**src/rtl/window_packer_27.sv**
```systemverilog
// -----------------------------------------------------------------------------
// window_packer_27
//
// Collects a stream of signed elements into fixed-size windows of NUM_INPUTS
// elements and presents each complete window as one packed word.
//
// One window can wait in the output register while the next is collected.
// A second complete window can be parked in the fill buffer. In that case
// collection stalls until the output register is consumed.
//
// Ports
//   clk            rising-edge clock for all state
//   rst            asynchronous active-low reset
//   in_data        signed element, stream order
//   in_valid       in_data / in_last qualify
//   in_last        marks the final element of a window
//   in_ready       element accepted this cycle when in_valid is also high
//   input_numbers  packed window, element k at [k*bitsize +: bitsize]
//   data_valid     input_numbers holds an unconsumed window
//   out_ready      downstream consumes the window this cycle
//   count          elements collected in the current partial window
//   frame_err      sticky framing-error flag, cleared only by reset
// -----------------------------------------------------------------------------
module window_packer_27 #(
   parameter int bitsize    = 14,
   parameter int NUM_INPUTS = 27
) (
   input  logic                             clk,
   input  logic                             rst,
   input  logic signed [bitsize-1:0]        in_data,
   input  logic                             in_valid,
   input  logic                             in_last,
   output logic                             in_ready,
   output logic [NUM_INPUTS*bitsize-1:0]    input_numbers,
   output logic                             data_valid,
   input  logic                             out_ready,
   output logic [4:0]                       count,
   output logic                             frame_err
);

   localparam int         WIN_W = NUM_INPUTS * bitsize;
   localparam logic [4:0] LAST  = 5'(NUM_INPUTS - 1);

   logic [WIN_W-1:0] fill_q, fill_d;
   logic [WIN_W-1:0] out_q, out_d;
   logic [4:0]       count_q, count_d;
   logic             dv_q, dv_d;
   logic             full_q, full_d;
   logic             ferr_q, ferr_d;

   logic accept;
   logic consume;
   logic out_free;
   logic load;

   assign accept   = in_valid & ~full_q;
   assign consume  = dv_q & out_ready;
   assign out_free = ~dv_q | out_ready;

   always_comb begin
      fill_d  = fill_q;
      out_d   = out_q;
      count_d = count_q;
      dv_d    = dv_q;
      full_d  = full_q;
      ferr_d  = ferr_q;
      load    = 1'b0;

      if (accept) begin
         fill_d[int'(count_q)*bitsize +: bitsize] = in_data;
      end

      if (full_q) begin
         // A parked window moves out as soon as the output register is consumed.
         // data_valid is already 1 here, so it simply stays 1.
         if (consume) begin
            out_d   = fill_q;
            full_d  = 1'b0;
            count_d = '0;
            load    = 1'b1;
         end
      end else if (accept) begin
         if (count_q == LAST) begin
            if (!in_last) begin
               ferr_d = 1'b1;
            end
            if (out_free) begin
               // fill_d already includes the element arriving this cycle.
               out_d   = fill_d;
               dv_d    = 1'b1;
               count_d = '0;
               load    = 1'b1;
            end else begin
               // Park the window; count stays at LAST while stalled.
               full_d = 1'b1;
            end
         end else if (in_last) begin
            // Early in_last: drop the partial window and resynchronise.
            ferr_d  = 1'b1;
            count_d = '0;
         end else begin
            count_d = count_q + 5'd1;
         end
      end

      if (consume && !load) begin
         dv_d = 1'b0;
      end
   end

   // The fill buffer needs no reset: count restarts at slot 0 and every slot
   // is rewritten before a window can be emitted.
   always_ff @(posedge clk) begin
      fill_q <= fill_d;
   end

   always_ff @(posedge clk or negedge rst) begin
      if (!rst) begin
         out_q   <= '0;
         count_q <= '0;
         dv_q    <= 1'b0;
         full_q  <= 1'b0;
         ferr_q  <= 1'b0;
      end else begin
         out_q   <= out_d;
         count_q <= count_d;
         dv_q    <= dv_d;
         full_q  <= full_d;
         ferr_q  <= ferr_d;
      end
   end

   assign in_ready      = ~full_q;
   assign input_numbers = out_q;
   assign data_valid    = dv_q;
   assign count         = count_q;
   assign frame_err     = ferr_q;

endmodule

```
**config.mk**
```make
export PLATFORM = sky130hd
export DESIGN_NAME = window_packer_27
export DESIGN_NICKNAME = d
export VERILOG_FILES = /design/src/rtl/window_packer_27.sv
export SDC_FILE = /design/constraint.sdc
export NUM_CORES = 1
export LEC_CHECK = 0
export ABC_AREA = 0
export ABC_CLOCK_PERIOD_IN_PS = 10500
export CAP_MARGIN = 20
export CORE_MARGIN = 1.5
export CORE_UTILIZATION = 59
export DETAILED_ROUTE_END_ITERATION = 10
export HOLD_SLACK_MARGIN = 0.12
export PLACE_DENSITY = 0.85
export SETUP_SLACK_MARGIN = 0.1
export SLEW_MARGIN = 0
export SYNTH_ARGS = -nofsm -noshare
export SYNTH_HDL_FRONTEND = slang
export SYNTH_SLANG_ARGS = --single-unit
```
**constraint.sdc**
```tcl
create_clock -name clk -period 10.5 [get_ports clk]
set_input_delay 3.15 -clock clk [delete_from_list [all_inputs] [get_ports clk]]
set_output_delay 3.15 -clock clk [all_outputs]
set_load 0.1 [all_outputs]
```
==> results of run 1 <==
## synthesized netlist by cell type, types with 6 or more instances
cell type | number | area (um2)
a211oi_1 | 10 | 75.1
a21o_1 | 11 | 82.6
a21oi_1 | 35 | 175
a31oi_1 | 7 | 43.8
and2_1 | 13 | 81.3
buf_1 | 8 | 30.0
buf_2 | 26 | 130
clkbuf_1 | 80 | 300
dfrtp_1 | 386 | 9660
dfxtp_1 | 378 | 7570
ha_1 | 13 | 163
inv_1 | 14 | 52.6
mux2_2 | 745 | 8390
mux4_2 | 8 | 180
nand2_1 | 146 | 548
nand2b_1 | 9 | 56.3
nand3_1 | 35 | 175
nand4_1 | 16 | 100
nor2_1 | 175 | 657
nor2_2 | 9 | 56.3
nor3_1 | 18 | 90.1
nor4_1 | 17 | 106
o211ai_1 | 8 | 60.1
o21ai_0 | 26 | 130
o22ai_1 | 57 | 357
o31ai_1 | 11 | 82.6
or2_1 | 6 | 37.5
or2_2 | 7 | 43.8
or3_1 | 11 | 68.8
## state kept, by name, summed over array words and instances (netlist names)
register       cells
fill_q           378
input_numbers    378
count              5
data_valid         1
frame_err          1
full_q             1
## cells in the final DEF (no fill, tap or decap), drive strengths merged, types with 30 or more instances in the layout
cell / count
mux2: 749
clkdlybuf4s50: 403
dfrtp: 386
dfxtp: 378
nor2: 184
nand2: 146
clkbuf: 105
o22ai: 57
nand3: 36
a21oi: 35
buf: 34
o21ai: 30
## area by class of cell
cell class                 count  area (um2)
sequential                   764       17200
multi-input combinational   1501       12900
clock buffer                 104        2230
timing repair buffer         438        4380
fill                        3293       13200
clock inverter                33         489
tap                          680         851
inverter                      14        52.6
## routing by layer
| layer | global-route usage [%] | up-vias | part of all wire [%] |
|---|---|---|---|
| met1 | 42.3 | 11000 | 38 |
| met2 | 59.4 | 1068 | 49 |
| met5 | 0.0919 | - | 0 |
| li1 | - | 9357 | - |
| met4 | 17.3 | 0 | 5.3 |
| met3 | 9.41 | 289 | 8.4 |
## power groups by stage
stage                     Clock (uW)  Sequential, uW  Combinational [uW]
after floorplan                    0            3440                1330
after global placement             0            3420                2130
after detailed placement           0            3450                2200
after CTS                       2940            3400                2230
after global routing            3060            3430                2390
final                           2910            3400                2310
## critical path, stage by stage, from the launching register on
cell     delay [ns]
dfrtp_1        0.88
fa_1           0.53
ha_1           0.28
fa_1           0.56
xnor2_4        0.37
nand3_2        0.27
a21o_1         0.40
nor2_1         0.15
ha_1           0.46
or4_4          0.89
or3_1          0.58
nor2_2         0.29
mux2_2         0.40
mux2_2         0.26
## stage by stage
stage	setup slack, ns	power [uW]	util (%)	cell area, um2
floorplan	4.76	4760	-	30600
global placement	4.05	5550	68.8	35300
detailed placement	4.05	5650	68.9	35300
CTS	4.15	8570	74.2	38100
global route	3.85	8870	74.3	38100
finish	4.00	8620	74.3	38100
## final timing paths
check                                startpoint                        endpoint  depth (start not counted)
max                        count[0]$_DFFE_PN0P_  input_numbers[277]$_DFFE_PN0P_                         13
min                         fill_q[375]$_DFF_P_             fill_q[375]$_DFF_P_                          1
max reg2reg                count[0]$_DFFE_PN0P_  input_numbers[277]$_DFFE_PN0P_                         13
min reg2reg                 fill_q[375]$_DFF_P_             fill_q[375]$_DFF_P_                          1
max in group asynchronous                   rst  input_numbers[218]$_DFFE_PN0P_                          2
min in group asynchronous                   rst   input_numbers[70]$_DFFE_PN0P_                          1
## logic make-up (layout without fill, tap and decap cells)
logic type,Yosys count,after routing
fa+ha+maj,18,18
flops,764,764
simple gates,498,498
xor+xnor,9,9
buf+inv,131,589
compound gates,216,216
mux,760,760
==> metrics.yaml, run 1 <==
clocking:
  clockBufferDepth: 3
  cts_tree: "done"
  worstSkewPairLatency_ns: 0.62
  cts_resized: 0
  cts_setup_buffers: 0
  cts-root-buf: "clkbuf_16"
  cts.sinks: 764
  cts_buffers: 74
  cts_max_level: 3
  holdBufCountCts: 0
  path_clk_slew_ns: 0.06
setup_path:
  startpoint_type: "register"
  cp-end-kind: "register"
  worst-setup-path-type: "reg2reg"
  crit_fanout: 29
  cp.required_ns: 11.00
  ff2ff_setup_slack_ns: 4.00
  worstPathArrival_ns: 7.00
yosys:
  syn-cell-area_mm2: 0.0306
  ys_ff_latch: 764
  synth.distinct_cells: 81
  yosys.area_share.xor_xnor_pct: 0.319
  synth_nets: 2433
  synth_edf_count: 0
  async_flop_share_pct: 50.5
  synth_top_family_by_area: "multiplexers"
  ys.flop_type: "dfrtp_1"
  synth-simple-area-share_pct: 7.72
  synth_warnings: 0
  synth.avg_cell_area_um2: 12.8
  syn_inst: 2396
  synthAdderAreaFrac_pct: 0.859
  ys_seq_area_share_pct: 56.3
  synth-compound-area-share_pct: 4.70
  synth_mux_area_share_pct: 28.3
sta:
  relSlewSlack_pct: 11.4
  clock.fmax_mhz: 154
  period_share_pct: 61.9
  layout_min_cycle_time_ns: 6.50
  grt_setup_unrepaired: "false"
  clock-skew-final_ns: 0.0213
  worst_pin_slew_ns: 1.33
  finalMaxSlewViolations: 0
  worst_hold_slack_ns: 0.461
  setup_viol: 0
  setup_tns_ns: 0
  finalHoldViolCount: 0
placement:
  port_buffers: 404
  place_congestion: 0.980
  hpwl_um: 66100
  placed_cells: 3395
drt:
  ant_nets: 0
  drtIter0Drc: 2057
  vias_per_cell: 6.14
  drcViolationCount: 0
  num_vias: 21700
  dr.pass1.iters: 7
  wirelength_um: 94900
  wl_per_cell_um: 26.9
global_routing:
  antenna_found_initial: 0
  grt_max_degree: 197
  overflow: 0
  groute.usage.overall_pct: 35.4
  first_global_vias: 22900
  grt_pass1_wl_um: 142000
pwr:
  clockPowerShare_pct: 33.7
  p_seq_share_pct: 39.4
  power.internal_uw: 5720
  combPwrFrac_pct: 26.8
  p_switching_uw: 2910
  swShare_pct: 33.7
  power.leakage_uw: 0.0168
  peakVddDrop_mv: 0.153
  p_per_area_mw_per_mm2: 226
hold_path:
  hp-class: "reg2reg"
outcome:
  status: "complete, no violations"
finish:
  antenna_cells: 0
  nets: 2830
  instances_no_fill: 3534
  drive_above_1_share_pct: 33.8
  area_growth_pct: 24.6
floorplan:
  rows: 83
  coreArea_mm2: 0.0513
  ios: 405
  start_util_pct: 59.6
  fp.dieW_um: 231
  dieArea_mm2: 0.0532
  die_h_um: 231
run:
  cap_violations: 0
Note: power is estimated with default switching activity, not from simulation.
==> run 2: changes to the inputs <==
ABC_CLOCK_PERIOD_IN_PS = 6000   (was 10500)
CORE_UTILIZATION = 55   (was 59)
PLACE_DENSITY = 0.8   (was 0.85)
clock period = 6 ns   (was 10.5 ns; I/O delays follow)
==> run 2 against run 1 <==
Effect of this change:
- die area rose by 7.2%
- non-clock buffer count up 51
- hold slack improved by 0.0068 ns
- flip-flop and latch count stayed put
- critical path type unchanged
- critical path depth up 3
- largest power group unchanged
- global-route usage decreased by 1.3 points
- via count is 0.43% lower
- core utilization fell by 4.3 points
==> metrics.yaml, run 2 (synthesized netlist as in run 1, its figures left out) <==
clocking:
  cts.sinks: 764
  cts_tree: "done"
  cts_resized: 0
  path_clk_slew_ns: 0.06
  holdBufCountCts: 0
  cts_setup_buffers: 0
  clockBufferDepth: 3
  cts_max_level: 3
  worstSkewPairLatency_ns: 0.64
  cts_buffers: 77
  cts-root-buf: "clkbuf_16"
drt:
  dr.pass1.iters: 6
  drtIter0Drc: 1835
  wirelength_um: 97200
  ant_nets: 0
  vias_per_cell: 5.90
  num_vias: 21600
  drcViolationCount: 0
  wl_per_cell_um: 26.6
sta:
  relSlewSlack_pct: 25.7
  setup_viol: 0
  setup_tns_ns: 0
  clock-skew-final_ns: 0.0217
  clock.fmax_mhz: 182
  worst_pin_slew_ns: 1.11
  setup_slack_ns: 0.503
  finalMaxSlewViolations: 0
  grt_setup_unrepaired: "false"
  layout_min_cycle_time_ns: 5.50
  period_share_pct: 91.6
  finalHoldViolCount: 0
floorplan:
  rows: 86
  start_util_pct: 55.6
  coreArea_mm2: 0.0550
  fp.dieW_um: 239
  dieArea_mm2: 0.0570
  die_h_um: 239
  ios: 405
placement:
  place_congestion: 0.949
  port_buffers: 404
  hpwl_um: 71000
  dp_slack_ns: 0.636
  placed_cells: 3513
global_routing:
  first_global_vias: 22700
  grt_max_degree: 116
  groute.usage.overall_pct: 34.1
  overflow: 0
  grt_pass1_wl_um: 145000
  antenna_found_initial: 2
finish:
  fillCellCount: 3805
  area_growth_pct: 25.7
  nets: 2884
  final_common_cell: "mux2_2"
  regArea_mm2: 0.0172
  mostFrequentLayoutCells: "745 x mux2_2, 403 x clkdlybuf4s50_1, 386 x dfrtp_1, 378 x dfxtp_1, 174 x nor2_1"
  drive_above_1_share_pct: 34.7
  multiInputGateArea_mm2: 0.0129
  instances_no_fill: 3661
  fin_util_pct: 69.9
pwr:
  clockPowerShare_pct: 32.1
  p_seq_share_pct: 39.6
  power.internal_uw: 9800
  p_per_area_mw_per_mm2: 390
  peakVddDrop_mv: 0.267
  p_switching_uw: 5180
  power.leakage_uw: 0.0169
  swShare_pct: 34.6
  combPwrFrac_pct: 28.3
outcome:
  status: "complete, no violations"
setup_path:
  worstPathArrival_ns: 6.01
  cp-end-kind: "register"
  crit_fanout: 10
  startpoint_type: "register"
  worst-setup-path-type: "reg2reg"
  cp.required_ns: 6.52
run:
  cap_violations: 0
hold_path:
  hp-class: "reg2reg"
[run 2: cell count changes in the layout (fill, tap and decap cells not counted), sizes merged]
cell	before	now
buf	34	86
clkinv	17	22
inv	16	14
bufinv	11	4
clkbuf	105	113
clkinvlp	3	4
diode	0	2
[run 2: critical path, cell delays in order, from the launching register on]
cell,delay [ns]
dfrtp_1,0.53
fa_1,0.49
ha_1,0.29
fa_1,0.56
nand3_1,0.20
a21boi_0,0.14
nor2_1,0.36
nor2_1,0.10
ha_1,0.37
buf_4,0.18
and2_1,0.19
o211ai_1,0.23
buf_4,0.28
nor3_2,0.53
nor2b_1,0.29
mux2_2,0.38
mux2_2,0.27
[run 2: per-stage QoR]
stage          cell area, um2  hold WS, ns  total power (uW)
2_1_floorplan           30600        0.428              8330
3_3_place_gp            35900        0.440              9990
3_5_place_dp            35900        0.456             10100
4_1_cts                 38400        0.469             14900
5_1_grt                 38400        0.475             15500
6_report                38500        0.468             15000
[run 2: path summary, 6_finish.rpt]
kind	slack, ns	from	cells past startpoint	to
max	0.50	count[2]$_DFFE_PN0P_	16	input_numbers[149]$_DFFE_PN0P_
min	0.47	frame_err$_DFFE_PN0P_	1	frame_err$_DFFE_PN0P_
max reg2reg	0.50	count[2]$_DFFE_PN0P_	16	input_numbers[149]$_DFFE_PN0P_
min reg2reg	0.47	frame_err$_DFFE_PN0P_	1	frame_err$_DFFE_PN0P_
max in group asynchronous	3.60	rst	2	input_numbers[351]$_DFFE_PN0P_
min in group asynchronous	1.24	rst	1	input_numbers[327]$_DFFE_PN0P_
[run 2: routing by layer]
layer	vias to the layer above	routed length, um	track usage (%)	part of all wire (%)
met2	936	47000	55.8	48
met4	0	3860	14.2	4.0
met1	10900	39100	43.7	40
li1	9487	-	-	-
met5	-	0	0	0
met3	217	7300	7.63	7.5
[run 2: power by group through the flow]
stage          Combinational [uW]  Clock (uW)  Sequential, uW
6_report                     4240        4810            5930
5_1_grt                      4420        5080            5990
4_1_cts                      4100        4850            5940
3_5_place_dp                 4070           0            6030
3_3_place_gp                 4010           0            5990
2_1_floorplan                2320           0            6010
[run 2: layout make-up]
| cell class | count | share of cell area [%] |
|---|---|---|
| Antenna cell | 2 | 0.0130 |
| Inverter | 14 | 0.137 |
| Timing Repair Buffer | 489 | 12.5 |
| Clock inverter | 30 | 0.905 |
| Tap cell | 748 | 2.43 |
| Clock buffer | 113 | 5.78 |
| Sequential cell | 764 | 44.8 |
| Multi-Input combinational cell | 1501 | 33.5 |
==> run 3: changes to the inputs <==
CORE_UTILIZATION = 31   (was 55)
PLACE_DENSITY = unset   (was 0.8)
==> run 3 against run 2 <==
Effect of this change:
- clock skew rose by 0.0011 ns
- first-iteration DRC count decreased by 15%
- non-clock buffer count is 14 lower
- critical path type unchanged
==> metrics.yaml, run 3 (synthesized netlist as in run 1, its figures left out) <==
run:
  cap_violations: 0
sta:
  setup_slack_ns: 0.481
  relSlewSlack_pct: 15.5
  clock.fmax_mhz: 181
  setup_tns_ns: 0
  grt_setup_unrepaired: "false"
  setup_viol: 0
  period_share_pct: 92.0
  layout_min_cycle_time_ns: 5.52
  clock-skew-final_ns: 0.0228
  worst_pin_slew_ns: 1.25
  finalHoldViolCount: 0
  finalMaxSlewViolations: 0
clocking:
  cts_max_level: 3
  cts-root-buf: "clkbuf_16"
  path_clk_slew_ns: 0.06
  worstSkewPairLatency_ns: 0.66
  cts_buffers: 85
  cts.sinks: 764
  clockBufferDepth: 3
  cts_tree: "done"
pwr:
  power.leakage_uw: 0.0171
  clockPowerShare_pct: 35.0
  combPwrFrac_pct: 27.3
  p_switching_uw: 5340
  power.internal_uw: 10300
  peakVddDrop_mv: 0.204
  swShare_pct: 34.2
  p_per_area_mw_per_mm2: 396
  p_seq_share_pct: 37.8
placement:
  port_buffers: 404
  placed_cells: 4041
  place_congestion: 0.958
  hpwl_um: 75000
  dp_slack_ns: 0.482
setup_path:
  worst-setup-path-type: "reg2reg"
  startpoint_type: "register"
  cp.required_ns: 6.53
  crit_fanout: 17
  worstPathArrival_ns: 6.05
  cp-end-kind: "register"
global_routing:
  grt_use_met2_pct: 34.8
  groute.usage.overall_pct: 20.2
  grt_pass1_wl_um: 149000
  grt_util_met3_pct: 5.12
  first_global_vias: 21200
  antenna_found_initial: 1
  grt_busiest_layer: "met2"
  grtUsageMet1_pct: 25.2
  overflow: 0
  grt_max_degree: 135
floorplan:
  rows: 115
  dieArea_mm2: 0.101
  ios: 405
  fp.dieW_um: 317
  die_h_um: 317
  start_util_pct: 31.2
  coreArea_mm2: 0.0981
drt:
  dr.pass1.iters: 5
  ant_nets: 0
  wl_per_cell_um: 24.5
  wirelength_um: 103000
  num_vias: 20900
  drtIter0Drc: 1559
  vias_per_cell: 4.97
  drcViolationCount: 0
finish:
  drive_above_1_share_pct: 34.8
  nets: 2878
  fin_util_pct: 40.2
  instances_no_fill: 4200
  area_growth_pct: 28.9
  antenna_cells: 0
  final_common_cell: "mux2_2"
  fillCellCount: 9434
  mostFrequentLayoutCells: "745 x mux2_2, 401 x clkdlybuf4s50_1, 386 x dfrtp_1, 378 x dfxtp_1, 174 x nor2_1"
hold_path:
  hp-class: "reg2reg"
outcome:
  status: "complete, no violations"
==> run 3: changes by cell type in the layout (fill, tap and decap cells not counted), moves of 3 or more <==
| cell | delta |
|---|---|
| clkinv_2 | -6 |
| clkbuf_16 | +10 |
| bufinv_16 | +4 |
| buf_2 | -3 |
| buf_4 | -7 |
==> run 3: worst paths after layout <==
path	endpoint	cells after the start	start	slack, ns
max	input_numbers[69]$_DFFE_PN0P_	10	count[2]$_DFFE_PN0P_	0.48
min	fill_q[374]$_DFF_P_	1	fill_q[374]$_DFF_P_	0.46
max reg2reg	input_numbers[69]$_DFFE_PN0P_	10	count[2]$_DFFE_PN0P_	0.48
min reg2reg	fill_q[374]$_DFF_P_	1	fill_q[374]$_DFF_P_	0.46
max in group asynchronous	input_numbers[229]$_DFFE_PN0P_	2	rst	3.61
min in group asynchronous	input_numbers[93]$_DFFE_PN0P_	1	rst	1.20
==> run 3: through the flow <==
stage	hold WS (ns)	instance area (um2)	total power [uW]
after detailed placement	0.440	36500	10200
after CTS	0.455	39400	15800
after global placement	0.436	36400	10200
after floorplan	0.428	30600	8330
after global routing	0.476	39400	16300
final	0.461	39400	15600
==> run 3: metal layers <==
| layer | share of wire [%] | wire (um) |
|---|---|---|
| met5 | 0 | 0 |
| met4 | 2.0 | 2020 |
| met3 | 7.2 | 7460 |
| met2 | 50 | 51000 |
| met1 | 41 | 42400 |
==> run 3: timing repair <==
action / 4_1_cts / 5_1_grt
endpoints found under the hold margin: 0 / 0
hold buffers: 0 / 0
setup endpoints to repair: 0 / 1
buffers inserted: 0 / 0
resized for setup: 0 / 1
==> run 3: layout make-up <==
type	count	area, um2	area share, %
clock inverter	33	465	1.18
inverter	14	52.6	0.133
clock buffer	126	2500	6.35
multi-input combinational	1501	12900	32.7
tap	1287	1610	4.08
timing repair buffer	475	4680	11.9
sequential	764	17200	43.7
==> run 3: worst max-delay path: stages (launching register included) <==
cell,delay [ns]
dfrtp_1,0.55
fa_1,0.48
ha_1,0.28
fa_1,0.55
nor3b_2,0.45
xor2_2,0.77
o21ai_0,0.74
o32a_1,0.63
a21oi_1,0.29
mux2_2,0.38
mux2_2,0.26
==> run 3: power by group through the flow <==
stage                     logic (uW)  registers, uW  clock network [uW]
final                           4260           5900                5470
after global routing            4500           5970                5840
after CTS                       4250           5910                5610
after detailed placement        4230           6010                   0
after global placement          4210           5990                   0
after floorplan                 2320           6010                   0
